==> config.mk <==
export PLATFORM = sky130hd
export DESIGN_NAME = vc_mem_arb2port
export DESIGN_NICKNAME = d
export VERILOG_FILES = /design/src/rtl/vc_mem_arb2port.sv
export SDC_FILE = /design/constraint.sdc
export NUM_CORES = 1
export LEC_CHECK = 0
export ABC_AREA = 1
export ABC_CLOCK_PERIOD_IN_PS = 2440
export BUFFER_PORTS_ARGS = -buffer_cell sky130_fd_sc_hd__buf_4
export CAP_MARGIN = 20
export CORE_AREA = 2 2 89 91
export CTS_BUF_LIST = sky130_fd_sc_hd__clkbuf_8
export DETAILED_ROUTE_END_ITERATION = 12
export DIE_AREA = 0 0 91 93
export PLACE_DENSITY = 0.65
export SLEW_MARGIN = 0
export SYNTH_ARGS = -nofsm -noshare
export SYNTH_HDL_FRONTEND = slang
export SYNTH_SLANG_ARGS = --single-unit
==> constraint.sdc <==
create_clock -name clk -period 2.44 [get_ports clk]
set_input_delay 0.488 -clock clk [delete_from_list [all_inputs] [get_ports clk]]
set_output_delay 0.488 -clock clk [all_outputs]
set_load 0.02 [all_outputs]
==> src/rtl/vc_mem_arb2port.sv <==
`default_nettype none
// ============================================================================
// vc_mem_arb2port : two-client round-robin memory request arbiter that steers
//                   each memory response back to the client that issued it.
// Revision        : 1.0
// ============================================================================
module vc_mem_arb2port #(
  parameter int ADDR_SZ = 8,
  parameter int DATA_SZ = 32,
  parameter int PTR_SZ  = 2
) (
  input  logic               clk,
  input  logic               reset,

  input  logic               memreq0_bits_rw,
  input  logic [ADDR_SZ-1:0] memreq0_bits_addr,
  input  logic [DATA_SZ-1:0] memreq0_bits_data,
  input  logic               memreq0_val,
  output logic               memreq0_rdy,
  output logic [DATA_SZ-1:0] memresp0_bits_data,
  output logic               memresp0_val,

  input  logic               memreq1_bits_rw,
  input  logic [ADDR_SZ-1:0] memreq1_bits_addr,
  input  logic [DATA_SZ-1:0] memreq1_bits_data,
  input  logic               memreq1_val,
  output logic               memreq1_rdy,
  output logic [DATA_SZ-1:0] memresp1_bits_data,
  output logic               memresp1_val,

  output logic               memreq_bits_rw,
  output logic [ADDR_SZ-1:0] memreq_bits_addr,
  output logic [DATA_SZ-1:0] memreq_bits_data,
  output logic               memreq_val,
  input  logic               memreq_rdy,
  input  logic [DATA_SZ-1:0] memresp_bits_data,
  input  logic               memresp_val,

  output logic               resp_err
);

  localparam int              DEPTH    = 1 << PTR_SZ;
  localparam logic [PTR_SZ:0] FULL_CNT = {1'b1, {PTR_SZ{1'b0}}};

  logic              prio_q, prio_d;
  logic [PTR_SZ-1:0] head_q, head_d;
  logic [PTR_SZ-1:0] tail_q, tail_d;
  logic [PTR_SZ:0]   count_q, count_d;
  logic [DEPTH-1:0]  tags_q, tags_d;
  logic              resp_err_q, resp_err_d;

  logic w_full, w_empty;
  logic w_elig0, w_elig1;
  logic w_gnt_val, w_gnt_port;
  logic w_fire, w_rd_fire;
  logic w_push, w_pop, w_stray;
  logic w_route_val, w_route_port;

  assign w_full  = (count_q == FULL_CNT);
  assign w_empty = (count_q == '0);

  // Writes never need a tag, so only reads are held off by a full FIFO.
  assign w_elig0 = memreq0_val && (memreq0_bits_rw || !w_full);
  assign w_elig1 = memreq1_val && (memreq1_bits_rw || !w_full);

  always_comb begin
    w_gnt_val  = !reset && (w_elig0 || w_elig1);
    w_gnt_port = w_elig1;
    if (w_elig0 && w_elig1) begin
      w_gnt_port = prio_q;
    end
  end

  always_comb begin
    memreq_val       = w_gnt_val;
    memreq_bits_rw   = 1'b0;
    memreq_bits_addr = '0;
    memreq_bits_data = '0;
    if (w_gnt_val) begin
      if (w_gnt_port) begin
        memreq_bits_rw   = memreq1_bits_rw;
        memreq_bits_addr = memreq1_bits_addr;
        memreq_bits_data = memreq1_bits_data;
      end else begin
        memreq_bits_rw   = memreq0_bits_rw;
        memreq_bits_addr = memreq0_bits_addr;
        memreq_bits_data = memreq0_bits_data;
      end
    end
  end

  assign memreq0_rdy = w_gnt_val && !w_gnt_port && memreq_rdy;
  assign memreq1_rdy = w_gnt_val &&  w_gnt_port && memreq_rdy;
  assign w_fire      = w_gnt_val && memreq_rdy;
  assign w_rd_fire   = w_fire && !memreq_bits_rw;

  // An empty FIFO with a same-cycle read models a zero-latency memory.
  always_comb begin
    w_route_val  = 1'b0;
    w_route_port = 1'b0;
    w_pop        = 1'b0;
    w_stray      = 1'b0;
    if (memresp_val && !reset) begin
      if (!w_empty) begin
        w_route_val  = 1'b1;
        w_route_port = tags_q[head_q];
        w_pop        = 1'b1;
      end else if (w_rd_fire) begin
        w_route_val  = 1'b1;
        w_route_port = w_gnt_port;
      end else begin
        w_stray      = 1'b1;
      end
    end
  end

  assign w_push = w_rd_fire && !(w_empty && memresp_val);

  assign memresp0_val       = w_route_val && !w_route_port;
  assign memresp1_val       = w_route_val &&  w_route_port;
  assign memresp0_bits_data = memresp_bits_data;
  assign memresp1_bits_data = memresp_bits_data;
  assign resp_err           = resp_err_q;

  always_comb begin
    prio_d     = w_fire ? !w_gnt_port : prio_q;
    tags_d     = tags_q;
    tail_d     = tail_q;
    head_d     = head_q;
    if (w_push) begin
      tags_d[tail_q] = w_gnt_port;
      tail_d         = tail_q + PTR_SZ'(1);
    end
    if (w_pop) begin
      head_d = head_q + PTR_SZ'(1);
    end
    count_d    = count_q + (PTR_SZ+1)'(w_push) - (PTR_SZ+1)'(w_pop);
    resp_err_d = resp_err_q || w_stray;
  end

  always_ff @(posedge clk) begin
    if (reset) begin
      prio_q     <= 1'b0;
      head_q     <= '0;
      tail_q     <= '0;
      count_q    <= '0;
      tags_q     <= '0;
      resp_err_q <= 1'b0;
    end else begin
      prio_q     <= prio_d;
      head_q     <= head_d;
      tail_q     <= tail_d;
      count_q    <= count_d;
      tags_q     <= tags_d;
      resp_err_q <= resp_err_d;
    end
  end

endmodule
`default_nettype wire

# Word level (Yosys, flattened, before mapping)
# Index checks and enable logic that the tools add are counted.
classes:
  add_sub_neg: 4
  n_lt_le_gt_ge: 3
  n_eq_ne: 1
  mux: 23
  n_reduce_logical: 27
op_table:
  columns: ["operator", "count"]
  rows:
  - ["32-bit 2-to-1 mux", 2]
  - ["1-bit logical AND", 16]
  - ["1-bit 2-to-1 mux", 16]
  - ["8-bit 2-to-1 mux", 2]
  - ["1-bit zero test", 6]
  - ["2-bit by 3-bit < comparator with 1-bit output, second input constant", 2]
  - ["2-bit by 1-bit adder with 2-bit output, second input constant", 2]
  - ["4-bit bitwise mux", 1]
  - ["1-bit logical OR", 4]
  - ["3-bit by 1-bit adder with 3-bit output", 1]
  - ["3-bit equality test, second input constant", 1]
  - ["3-bit zero test", 1]
  - ["3-bit by 1-bit subtractor with 3-bit output", 1]
  - ["1-bit binary-select mux with 2-bit select", 1]
  - ["1-bit demux with 2-bit select", 1]
  - ["2-bit by 1-bit >= comparator with 1-bit output, second input constant", 1]
word_totals:
  regBits: 13
  in_bits: 120
  out_inout_bits: 111
  elab_cells: 64

# Depth between registers and ports, before layout
# Gate-level depths: netlist of run 1.
depth:
  ltp_word: 15
  mapped_depth: 14
  mapped_depth_nobuf: 14

# Worst setup path after synthesis of run 1
# No wires, ideal clock.
synth_timing:
  path_kind: "input port to flip-flop"
  start: "input memreq0_bits_rw"
  end: "register count_q[2]"
  setup_time_ns: 0.115
  arrival_time_ns: 2.221
  t_required_ns: 2.325
  slack_ns: 0.105
  stages: 12
  path_buffers: 0
  cell_sequence: "inv_1 nand3_1 nand2_1 a21oi_2 nand3_4 nand3_4 ha_1 inv_1 ha_1 fa_1 xnor2_1 nor2_1"
synth_between:
  word_cells_on_any_way: 14
  cone_classes: "add/sub (2); mux (3); reduce/logical (9)"
synth_lines:
  columns: ["element", "line_no", "rtl"]
  rows:
  - ["start, declared", "15", "input logic memreq0_bits_rw,"]
  - ["1-bit logical OR *", "63", "assign w_elig0 = memreq0_val && (memreq0_bits_rw || !w_full);"]
  - ["1-bit logical AND *", "63", null]
  - ["1-bit logical OR *", "67", "w_gnt_val = !reset && (w_elig0 || w_elig1);"]
  - ["1-bit logical AND *", "67", null]
  - ["named net memreq_val", "34", "output logic memreq_val,"]
  - ["1-bit 2-to-1 mux", "79", "if (w_gnt_val) begin"]
  - ["1-bit zero test", "95", "assign w_rd_fire = w_fire && !memreq_bits_rw;"]
  - ["1-bit logical AND *", "95", null]
  - ["1-bit logical AND *", "117", "assign w_push = w_rd_fire && !(w_empty && memresp_val);"]
  - ["3-bit by 1-bit adder with 3-bit output *", "137", "count_d = count_q + (PTR_SZ+1)'(w_push) - (PTR_SZ+1)'(w_pop);"]
  - ["3-bit by 1-bit subtractor with 3-bit output *", "137", null]
  - ["end signal, assigned", "153", "count_q <= count_d;"]
  - ["end, declared", "48", "logic [PTR_SZ:0] count_q, count_d;"]
# Mark *: on every way through the listed nets, which the timed path passes. The rest lies on a longest branch.
# A chain may end at the register's enable or synchronous reset.

# Final worst setup path of run 1
layout_timing:
  start: "register count_q[1]"
  end: "output memresp0_val"
layout_between:
  elab_chain_len: 15
  word_cells_on_any_way: 24
  cone_classes: "eq/ne (1); mux (9); reduce/logical (14)"
layout_lines:
  columns: ["element", "line_no", "rtl"]
  rows:
  - ["3-bit equality test", "59", "assign w_full = (count_q == FULL_CNT);"]
  - ["1-bit zero test", "63, 64", null]
  - ["1-bit logical OR, on equally long branches", "63, 64", null]
  - ["1-bit logical AND, on equally long branches", "63, 64", null]
  - ["1-bit logical AND", "69", "if (w_elig0 && w_elig1) begin"]
  - ["1-bit 2-to-1 mux", "69", null]
  - ["1-bit 2-to-1 mux", "80", "if (w_gnt_port) begin"]
  - ["1-bit 2-to-1 mux", "79", null]
  - ["1-bit zero test", "95", null]
  - ["1-bit logical AND", "95", null]
  - ["1-bit 2-to-1 mux", "108", "end else if (w_rd_fire) begin"]
  - ["1-bit 2-to-1 mux", "104", "if (!w_empty) begin"]
  - ["1-bit 2-to-1 mux", "103", "if (memresp_val && !reset) begin"]
  - ["1-bit zero test", "119", "assign memresp0_val = w_route_val && !w_route_port;"]
  - ["1-bit logical AND *", "119", null]
  - ["end, declared", "21", "output logic memresp0_val,"]
# Every way passes the cells marked *; elsewhere a longest branch is shown, timed or not.

==> impl_metrics.json, run 1 <==
{
  "status": "finished, final reports clean",
  "boundaryPins": 231,
  "ys_seq_area_share_pct": 14.1,
  "critPathMostFrequentCell": "nand2_2",
  "drive_gt1_share_pct": 56.9,
  "worstPathCellList": "nor2_4, nand3_2, nand2_2, nand2_2, nand2_8, nor2_8, buf_4, nand2_1, nand2_2, nand3_2, nor2_2, buf_4",
  "clk_pin_slew_ps": 60,
  "period_needed_ps": 2300,
  "syn_nets": 362,
  "nets": 434,
  "die_area_sq_mm": 0.00846,
  "design_area_sq_mm": 0.00260,
  "hold_viol": 0,
  "cp_max_fo": 6,
  "start_util_pct": 24.5,
  "tritoncts": "built",
  "row_count": 32,
  "p_clk_share_pct": 14.9,
  "p_leak_nw": 1.29,
  "final_common_cell": "buf_4",
  "ant_nets": 0,
  "clk_path_buf_depth": 2,
  "crit_buf_inv": 2,
  "nFillCells": 789,
  "end_kind": "primary output",
  "crit_required_ps": 1950,
  "port_buffers": 134,
  "numCtsBuffers": 3,
  "wl_per_cell_um": 15.2,
  "p_int_uw": 757,
  "die_x_um": 91,
  "syn-mean-instance-area_sq_um": 7.85,
  "vias": 1911,
  "startpoint_type": "flop",
  "path_class": "flop to primary output",
  "relSlewSlack_pct": 76.1,
  "clk_latency_ps": 250,
  "drt-total-wl_um": 6210,
  "core_sq_mm": 0.00753,
  "synth_cell_type_count": 28,
  "die_h_um": 93,
  "finalWorstSetupSlack_ps": 139,
  "cellPowerDensity_mw_per_mm2": 521,
  "drt_iter0_drc": 85,
  "final_util_pct": 34.6,
  "skew_ps": 4.67,
  "grt_max_degree": 35,
  "syn2layout_area_growth_pct": 41.1,
  "viasPerCell": 4.68,
  "power_frac_comb_pct": 63.9,
  "grt_use_total_pct": 13.5,
  "rsz0062_at_grt": "false",
  "hold_path_class": "input pin to flop",
  "cp_top_family": "simple AND/OR/NAND/NOR gates",
  "ys_seq_elements": 13,
  "firstDrtPassIters": 4,
  "grt_pass1_vias": 1841,
  "cts.sinks": 13,
  "synth_area_sq_mm": 0.00185,
  "grt_pass1_wl_um": 9340,
  "whs_ps": 458,
  "cts-root-buf": "clkbuf_8",
  "mostFrequentLayoutCells": "buf_4, a32o_1, inv_1, nand2_1, nor2_1",
  "peakVddDrop_v": 0.000423,
  "cp_slowest_cell": "dfxtp_4",
  "arrival_ps": 1810,
  "htree_levels": 1,
  "gr-total-overflow": 0,
  "max_stage_delay_ps": 360,
  "antenna_found_initial": 0,
  "max_freq_ghz": 0.435,
  "synthCells": 235,
  "post-route-period-util_pct": 94.3,
  "dp_hpwl_um": 4630,
  "setup_violations": 0,
  "drv_cap": 0,
  "tightest_slew_ps": 359,
  "dp_slack_ps": 2.61,
  "post-route-drc-count": 0,
  "switching_power_uw": 599,
  "place_area_sq_mm": 0.00249,
  "finalSetupTns_ps": 0,
  "maxSlewViolCount": 0,
  "ys_warn_count": 0,
  "p_seq_share_pct": 21.2,
  "diodes": 0,
  "gp_congestion": 0.812,
  "p_sw_share_pct": 44.2
}
-- registers in the layout, indices dropped and copies added, names as in the netlist --
| name | count |
|---|---|
| tags_q | 4 |
| count_q | 3 |
| resp_err | 1 |
| head_q | 2 |
| prio_q | 1 |
| tail_q | 2 |
-- power by group through the flow --
stage / Combinational [mW] / Clock, mW / Sequential (mW)
6_report: 0.867 / 0.202 / 0.287
2_1_floorplan: 0.645 / 0 / 0.283
3_3_place_gp: 0.813 / 0 / 0.281
3_5_place_dp: 0.827 / 0 / 0.282
5_1_grt: 0.944 / 0.220 / 0.292
4_1_cts: 0.850 / 0.210 / 0.278
-- routing by layer --
metal	routed length [um]	GRT usage, %
met5	0	0
met1	2290	14.6
met3	676	5.08
met4	55	4.04
met2	3190	24.6
-- final cells by class --
| class | instances | area, sq um | share of cell area, % |
|---|---|---|---|
| Sequential cell | 13 | 265 | 10.2 |
| Timing Repair Buffer | 142 | 1080 | 41.4 |
| Multi-Input combinational cell | 124 | 998 | 38.3 |
| Inverter | 23 | 88.8 | 3.41 |
| Tap cell | 102 | 128 | 4.90 |
| Clock buffer | 3 | 41.3 | 1.59 |
| Clock inverter | 1 | 3.75 | 0.144 |
-- synth_stat cells --
library cell | number | area (sq um)
clkbuf_1 | 4 | 15.0
a32o_1 | 40 | 400
o21ai_1 | 1 | 5.00
inv_2 | 2 | 7.51
nand4_2 | 1 | 12.5
ha_1 | 6 | 75.1
nand2_4 | 2 | 22.5
fa_1 | 1 | 20.0
nand4_1 | 3 | 18.8
xnor2_1 | 2 | 17.5
a21oi_2 | 1 | 8.76
nor2_1 | 15 | 56.3
dfxtp_1 | 13 | 260
a21oi_1 | 7 | 35.0
buf_6 | 4 | 45.0
o21ai_0 | 5 | 25.0
nor3_1 | 1 | 5.00
nand3_1 | 4 | 20.0
nand2_1 | 21 | 78.8
buf_4 | 64 | 480
inv_4 | 1 | 6.26
buf_2 | 5 | 25.0
nand3b_2 | 1 | 11.3
nor2_2 | 4 | 25.0
nor2_8 | 2 | 40.0
nand3_4 | 2 | 35.0
inv_1 | 20 | 75.1
nand2_2 | 3 | 18.8
-- worst paths after layout --
check | from | endpoint | slack [ps] | depth (start not counted)
max | count_q[1] | memresp0_val | 140 | 12
max reg2reg | count_q[1] | count_q[2] | 200 | 12
min reg2reg | resp_err | resp_err | 480 | 2
min | reset | count_q[0] | 460 | 2
-- kinds of logic (layout without fill, tap and decap cells) --
logic type / after synthesis / in the layout / synth area share [%]
buffers and inverters: 100 / 169 / 35.5
AND/OR/NAND/NOR: 59 / 61 / 18.6
AO/OA/AOI/OAI: 54 / 54 / 25.7
flip-flops: 13 / 13 / 14.1
adder cells (fa/ha/maj): 7 / 7 / 5.15
XOR/XNOR: 2 / 2 / 0.949
-- metrics by stage --
step,instances,power (mW)
2_1_floorplan,235,0.928
3_3_place_gp,403,1.09
3_5_place_dp,403,1.11
4_1_cts,409,1.34
5_1_grt,408,1.46
6_report,408,1.36
-- repair_timing --
| item | CTS | global route |
|---|---|---|
| hold buffers | 0 | 0 |
| gates cloned | 2 | 0 |
| resized for setup | 1 | 12 |
| endpoints found under the setup margin | 40 | 4 |
| buffers inserted | 0 | 0 |
| hold endpoints to repair | 0 | 0 |
| pin swaps | 0 | 5 |
Note: power is estimated with default switching activity, not from simulation.
==> run 2, diff against run 1 <==
--- a/config.mk
+++ b/config.mk
@@ -13,6 +13,7 @@
 export CTS_BUF_LIST = sky130_fd_sc_hd__clkbuf_8
 export DETAILED_ROUTE_END_ITERATION = 12
 export DIE_AREA = 0 0 91 93
+export MAX_ROUTING_LAYER = met4
 export PLACE_DENSITY = 0.65
 export SLEW_MARGIN = 0
 export SYNTH_ARGS = -nofsm -noshare
==> run 2 against run 1 <==
Compared with the run above: clock power about the same; power up 0.10%; worst hold slack about the same; largest cell class unchanged; largest power group unchanged.
==> impl_metrics.json, run 2 (synthesized netlist as in run 1, its figures left out) <==
{
  "port_buffers": 134,
  "largest_reg_flops": 4,
  "die_h_um": 93,
  "hold_viol": 0,
  "arrival_ps": 1810,
  "nets": 434,
  "regMostFlops": "tags_q",
  "peakVddDrop_v": 0.000423,
  "period_needed_ps": 2300,
  "boundaryPins": 231,
  "core_sq_mm": 0.00753,
  "clk_latency_ps": 250,
  "clk_pin_slew_ps": 60,
  "mostFrequentLayoutCells": "buf_4, a32o_1, inv_1, nand2_1, nor2_1",
  "tritoncts": "built",
  "skew_ps": 4.67,
  "biggestRegsByFlops": "tags_q x4, count_q x3",
  "post-route-drc-count": 0,
  "cp_top_family": "simple AND/OR/NAND/NOR gates",
  "firstDrtPassIters": 4,
  "final_common_cell": "buf_4",
  "crit_buf_inv": 2,
  "die_area_sq_mm": 0.00846,
  "clk_path_buf_depth": 2,
  "nFillCells": 789,
  "setup_violations": 0,
  "drt_iter0_drc": 86,
  "relSlewSlack_pct": 75.7,
  "cts.sinks": 13,
  "finalWorstSetupSlack_ps": 139,
  "drv_cap": 0,
  "p_leak_nw": 1.29,
  "drive_gt1_share_pct": 56.9,
  "cellPowerDensity_mw_per_mm2": 521,
  "grt_pass1_vias": 1836,
  "cp_slowest_cell": "dfxtp_4",
  "reg2reg_slack_ps": 200,
  "wl_per_cell_um": 15.3,
  "grt_use_total_pct": 13.9,
  "htree_levels": 1,
  "grt_pass1_wl_um": 9330,
  "post-route-period-util_pct": 94.3,
  "dp_hpwl_um": 4630,
  "cts-root-buf": "clkbuf_8",
  "crit_required_ps": 1950,
  "finalSetupTns_ps": 0,
  "max_stage_delay_ps": 360,
  "viasPerCell": 4.71,
  "die_x_um": 91,
  "worstPathCellList": "nor2_4, nand3_2, nand2_2, nand2_2, nand2_8, nor2_8, buf_4, nand2_1, nand2_2, nand3_2, nor2_2, buf_4",
  "numCtsBuffers": 3,
  "start_util_pct": 24.5,
  "ant_nets": 0,
  "syn2layout_area_growth_pct": 41.1,
  "gr-total-overflow": 0,
  "post_cts_buffers": 0,
  "hold_path_class": "input pin to flop",
  "gp_congestion": 0.824,
  "critPathMostFrequentCell": "nand2_2",
  "antenna_found_initial": 0,
  "diodes": 0,
  "max_freq_ghz": 0.435,
  "tightest_slew_ps": 364,
  "instances_no_fill": 408,
  "place_area_sq_mm": 0.00249,
  "cp_max_fo": 6,
  "path_class": "flop to primary output",
  "design_area_sq_mm": 0.00260,
  "status": "finished, final reports clean",
  "rsz0062_at_grt": "false",
  "grt_max_degree": 35,
  "startpoint_type": "flop",
  "post-place-cells": 403,
  "vias": 1922,
  "end_kind": "primary output",
  "drt-total-wl_um": 6230,
  "row_count": 32,
  "maxSlewViolCount": 0,
  "whs_ps": 458,
  "dp_slack_ps": 2.61
}
## run 2: cell counts in the layout (fill, tap and decap cells not counted)
Identical to the previous run, type by type.
## run 2: layer usage
metal / wire, um / track usage (%) / vias up
met5: 0 / - / -
met1: 2320 / 14.6 / 893
met2: 3190 / 24.6 / 120
li1: - / - / 904
met4: 55 / 4.04 / 0
met3: 666 / 5.08 / 5
## run 2: final timing paths
kind	start	to	cells after the start
worst max-delay path	count_q[1]	memresp0_val	12
worst min-delay path	reset	count_q[0]	2
worst max register to register	count_q[1]	count_q[2]	12
worst min register to register	resp_err	resp_err	2
## run 2: where the power goes
part           internal [mW]  leakage [nW]  switching, mW
Combinational          0.393          1.15          0.475
Clock                  0.112        0.0269         0.0904
Sequential             0.252         0.107         0.0350
Total                  0.757          1.29          0.600
## run 2: final cells by class
type                    instances  area (sq um)  area share (%)
repair buffers                142          1080            41.4
multi-input cells             124           998            38.3
flip-flops and latches         13           265            10.2
well taps                     102           128            4.90
inverters                      23          88.8            3.41
clock buffers                   3          41.3            1.59
clock inverters                 1          3.75           0.144
## run 2: worst reg2reg max path: cells and delay by family, from the launching register on
kind,cells,cell delay [ps]
DFF,1,360
adders and majority gates,3,840
and+or+nand+nor,7,760
xor gates and xnor gates,1,160
buffers and inverters,1,40
## run 2: repair_timing
action | 4_1_cts | 5_1_grt
gates cloned | 2 | 0
gates resized for setup | 1 | 12
endpoints found under the setup margin | 40 | 4
hold buffers | 0 | 0
pin swaps | 0 | 5
## run 2: metrics by stage
stage	total power, mW	util (%)
global placement	1.09	33.1
detailed placement	1.11	33.1
CTS	1.34	34.0
global route	1.46	34.6
finish	1.36	34.6
floorplan	0.928	-
==> run 3, diff against run 2 <==
--- a/config.mk
+++ b/config.mk
@@ -6,15 +6,16 @@
 export NUM_CORES = 1
 export LEC_CHECK = 0
 export ABC_AREA = 1
-export ABC_CLOCK_PERIOD_IN_PS = 2440
+export ABC_CLOCK_PERIOD_IN_PS = 1800
 export BUFFER_PORTS_ARGS = -buffer_cell sky130_fd_sc_hd__buf_4
 export CAP_MARGIN = 20
 export CORE_AREA = 2 2 89 91
 export CTS_BUF_LIST = sky130_fd_sc_hd__clkbuf_8
 export DETAILED_ROUTE_END_ITERATION = 12
 export DIE_AREA = 0 0 91 93
+export GPL_TIMING_DRIVEN = 0
 export MAX_ROUTING_LAYER = met4
-export PLACE_DENSITY = 0.65
+export PLACE_DENSITY = 0.68
 export SLEW_MARGIN = 0
 export SYNTH_ARGS = -nofsm -noshare
 export SYNTH_HDL_FRONTEND = slang
==> constraint.sdc (replaced) <==
create_clock -name clk -period 1.8 [get_ports clk]
set_input_delay 0.36 -clock clk [delete_from_list [all_inputs] [get_ports clk]]
set_output_delay 0.36 -clock clk [all_outputs]
set_load 0.02 [all_outputs]
==> run 3 against run 2 <==
Compared with the run above: the flow now finishes with violations (negative setup slack); worst setup slack worse by 520 ps; die area unchanged; sequential share of layout area down 3.2 points; power up 73%; via count up 29%; critical endpoint is now memresp1_val; largest cell class unchanged; worst hold slack worse by 120 ps; combinational power up 96%; highest routed layer unchanged; register-to-register slack worse by 570 ps; clock-buffer cell count unchanged; sequential power up 35%; core utilization up 16 points; final area up 45%.
==> impl_metrics.json, run 3 (synthesized netlist as in run 1, its figures left out) <==
{
  "worstPathCellList": "nor2_4, nand3_2, nand3b_4, nand2_4, buf_4, buf_4, a21oi_4, inv_1, nor2_2, buf_4",
  "violations": "negative setup slack",
  "clk_path_buf_depth": 2,
  "nets": 580,
  "syn2layout_area_growth_pct": 104,
  "drv_cap": 0,
  "largest_reg_flops": 4,
  "cts.sinks": 13,
  "grt_pass1_wl_um": 11400,
  "setup_violations": 47,
  "grt_use_total_pct": 16.7,
  "die_area_sq_mm": 0.00846,
  "wl_per_cell_um": 14.4,
  "die_x_um": 91,
  "grt_pass1_vias": 2336,
  "whs_ps": 342,
  "regMostFlops": "tags_q",
  "relSlewSlack_pct": 70.5,
  "max_stage_delay_ps": 350,
  "mostFrequentLayoutCells": "buf_4, a32o_1, inv_1, nand2_1, nor2_1",
  "die_h_um": 93,
  "end_kind": "primary output",
  "p_leak_nw": 2.00,
  "core_sq_mm": 0.00753,
  "hold_viol": 0,
  "cellPowerDensity_mw_per_mm2": 624,
  "gr-total-overflow": 0,
  "cp_slowest_cell": "dfxtp_4",
  "rsz0062_at_grt": "true",
  "ctsHoldBuffers": 0,
  "post-route-period-util_pct": 121,
  "maxSlewViolCount": 0,
  "gp_congestion": 0.779,
  "drive_gt1_share_pct": 72.6,
  "cp_max_fo": 3,
  "startpoint_type": "flop",
  "cp_top_family": "simple AND/OR/NAND/NOR gates",
  "drt_iter0_drc": 66,
  "vias": 2475,
  "viasPerCell": 4.47,
  "antenna_found_initial": 0,
  "place_area_sq_mm": 0.00349,
  "dp_slack_ps": -581,
  "post-route-drc-count": 0,
  "tritoncts": "built",
  "port_buffers": 198,
  "cts-root-buf": "clkbuf_8",
  "hold_path_class": "input pin to flop",
  "diodes": 0,
  "final_util_pct": 50.1,
  "biggestRegsByFlops": "tags_q x4, count_q x3",
  "skew_ps": 1.30,
  "clk_pin_slew_ps": 60,
  "max_freq_ghz": 0.458,
  "status": "finished, violations left",
  "critPathMostFrequentCell": "buf_4",
  "numCtsBuffers": 3,
  "clk_latency_ps": 250,
  "drt-total-wl_um": 7990,
  "dp_hpwl_um": 6260,
  "finalWorstSetupSlack_ps": -382,
  "period_needed_ps": 2180,
  "grt_max_degree": 11,
  "arrival_ps": 1820,
  "start_util_pct": 24.5,
  "firstDrtPassIters": 4,
  "design_area_sq_mm": 0.00377,
  "row_count": 32,
  "final_common_cell": "buf_4",
  "peakVddDrop_v": 0.000550,
  "ant_nets": 0,
  "boundaryPins": 231,
  "crit_buf_inv": 4,
  "htree_levels": 1,
  "path_class": "flop to primary output",
  "tightest_slew_ps": 443,
  "crit_required_ps": 1440
}
[run 3: cell types whose count changed in the layout (fill, tap and decap cells not counted), sizes merged]
cell    before  now
buf        142  286
nor2        23   21
clkbuf       3    7
[run 3: report_power, final]
group | internal [mW] | switching (mW) | leakage (nW)
logic | 0.830 | 0.866 | 1.87
registers | 0.342 | 0.0447 | 0.107
clock network | 0.151 | 0.120 | 0.0269
[run 3: per-layer routing]
metal  track usage [%]  up-vias  part of all wire, %
li1                  -     1196                    -
met1              17.8     1156                   37
met2              32.6      114                   56
met3              2.42        9                  6.3
met4              3.91        0                  1.3
met5                 -        -                    0
[run 3: through the flow]
| step | power [mW] | cells | setup TNS [ps] |
|---|---|---|---|
| detailed placement | 1.85 | 535 | -8070 |
| global placement | 1.82 | 535 | -7140 |
| CTS | 2.24 | 550 | -13440 |
| floorplan | 1.28 | 235 | -683 |
| finish | 2.35 | 554 | -15330 |
| global route | 2.50 | 554 | -19970 |
[run 3: layout make-up]
class	count	area, sq um
Multi-Input combinational cell	122	1050
Timing Repair Buffer	213	1610
Inverter	23	88.8
Buffer	77	583
Sequential cell	13	265
Clock inverter	1	3.75
Tap cell	102	128
Fill cell	730	3760
Clock buffer	3	41.3
[run 3: path summary, 6_finish.rpt]
path	slack, ps	cells after the start	endpoint	startpoint
worst min-delay path	340	2	count_q[0]	reset
worst max-delay path	-380	10	memresp1_val	count_q[0]
worst max register to register	-370	14	count_q[1]	count_q[0]
worst min register to register	470	2	resp_err	resp_err
[run 3: timing repair]
item,4_1_cts,5_1_grt
endpoints found under the setup margin,47,48
pin swaps,10,7
resized for setup,19,14
cloned,0,1
buffers inserted,11,3
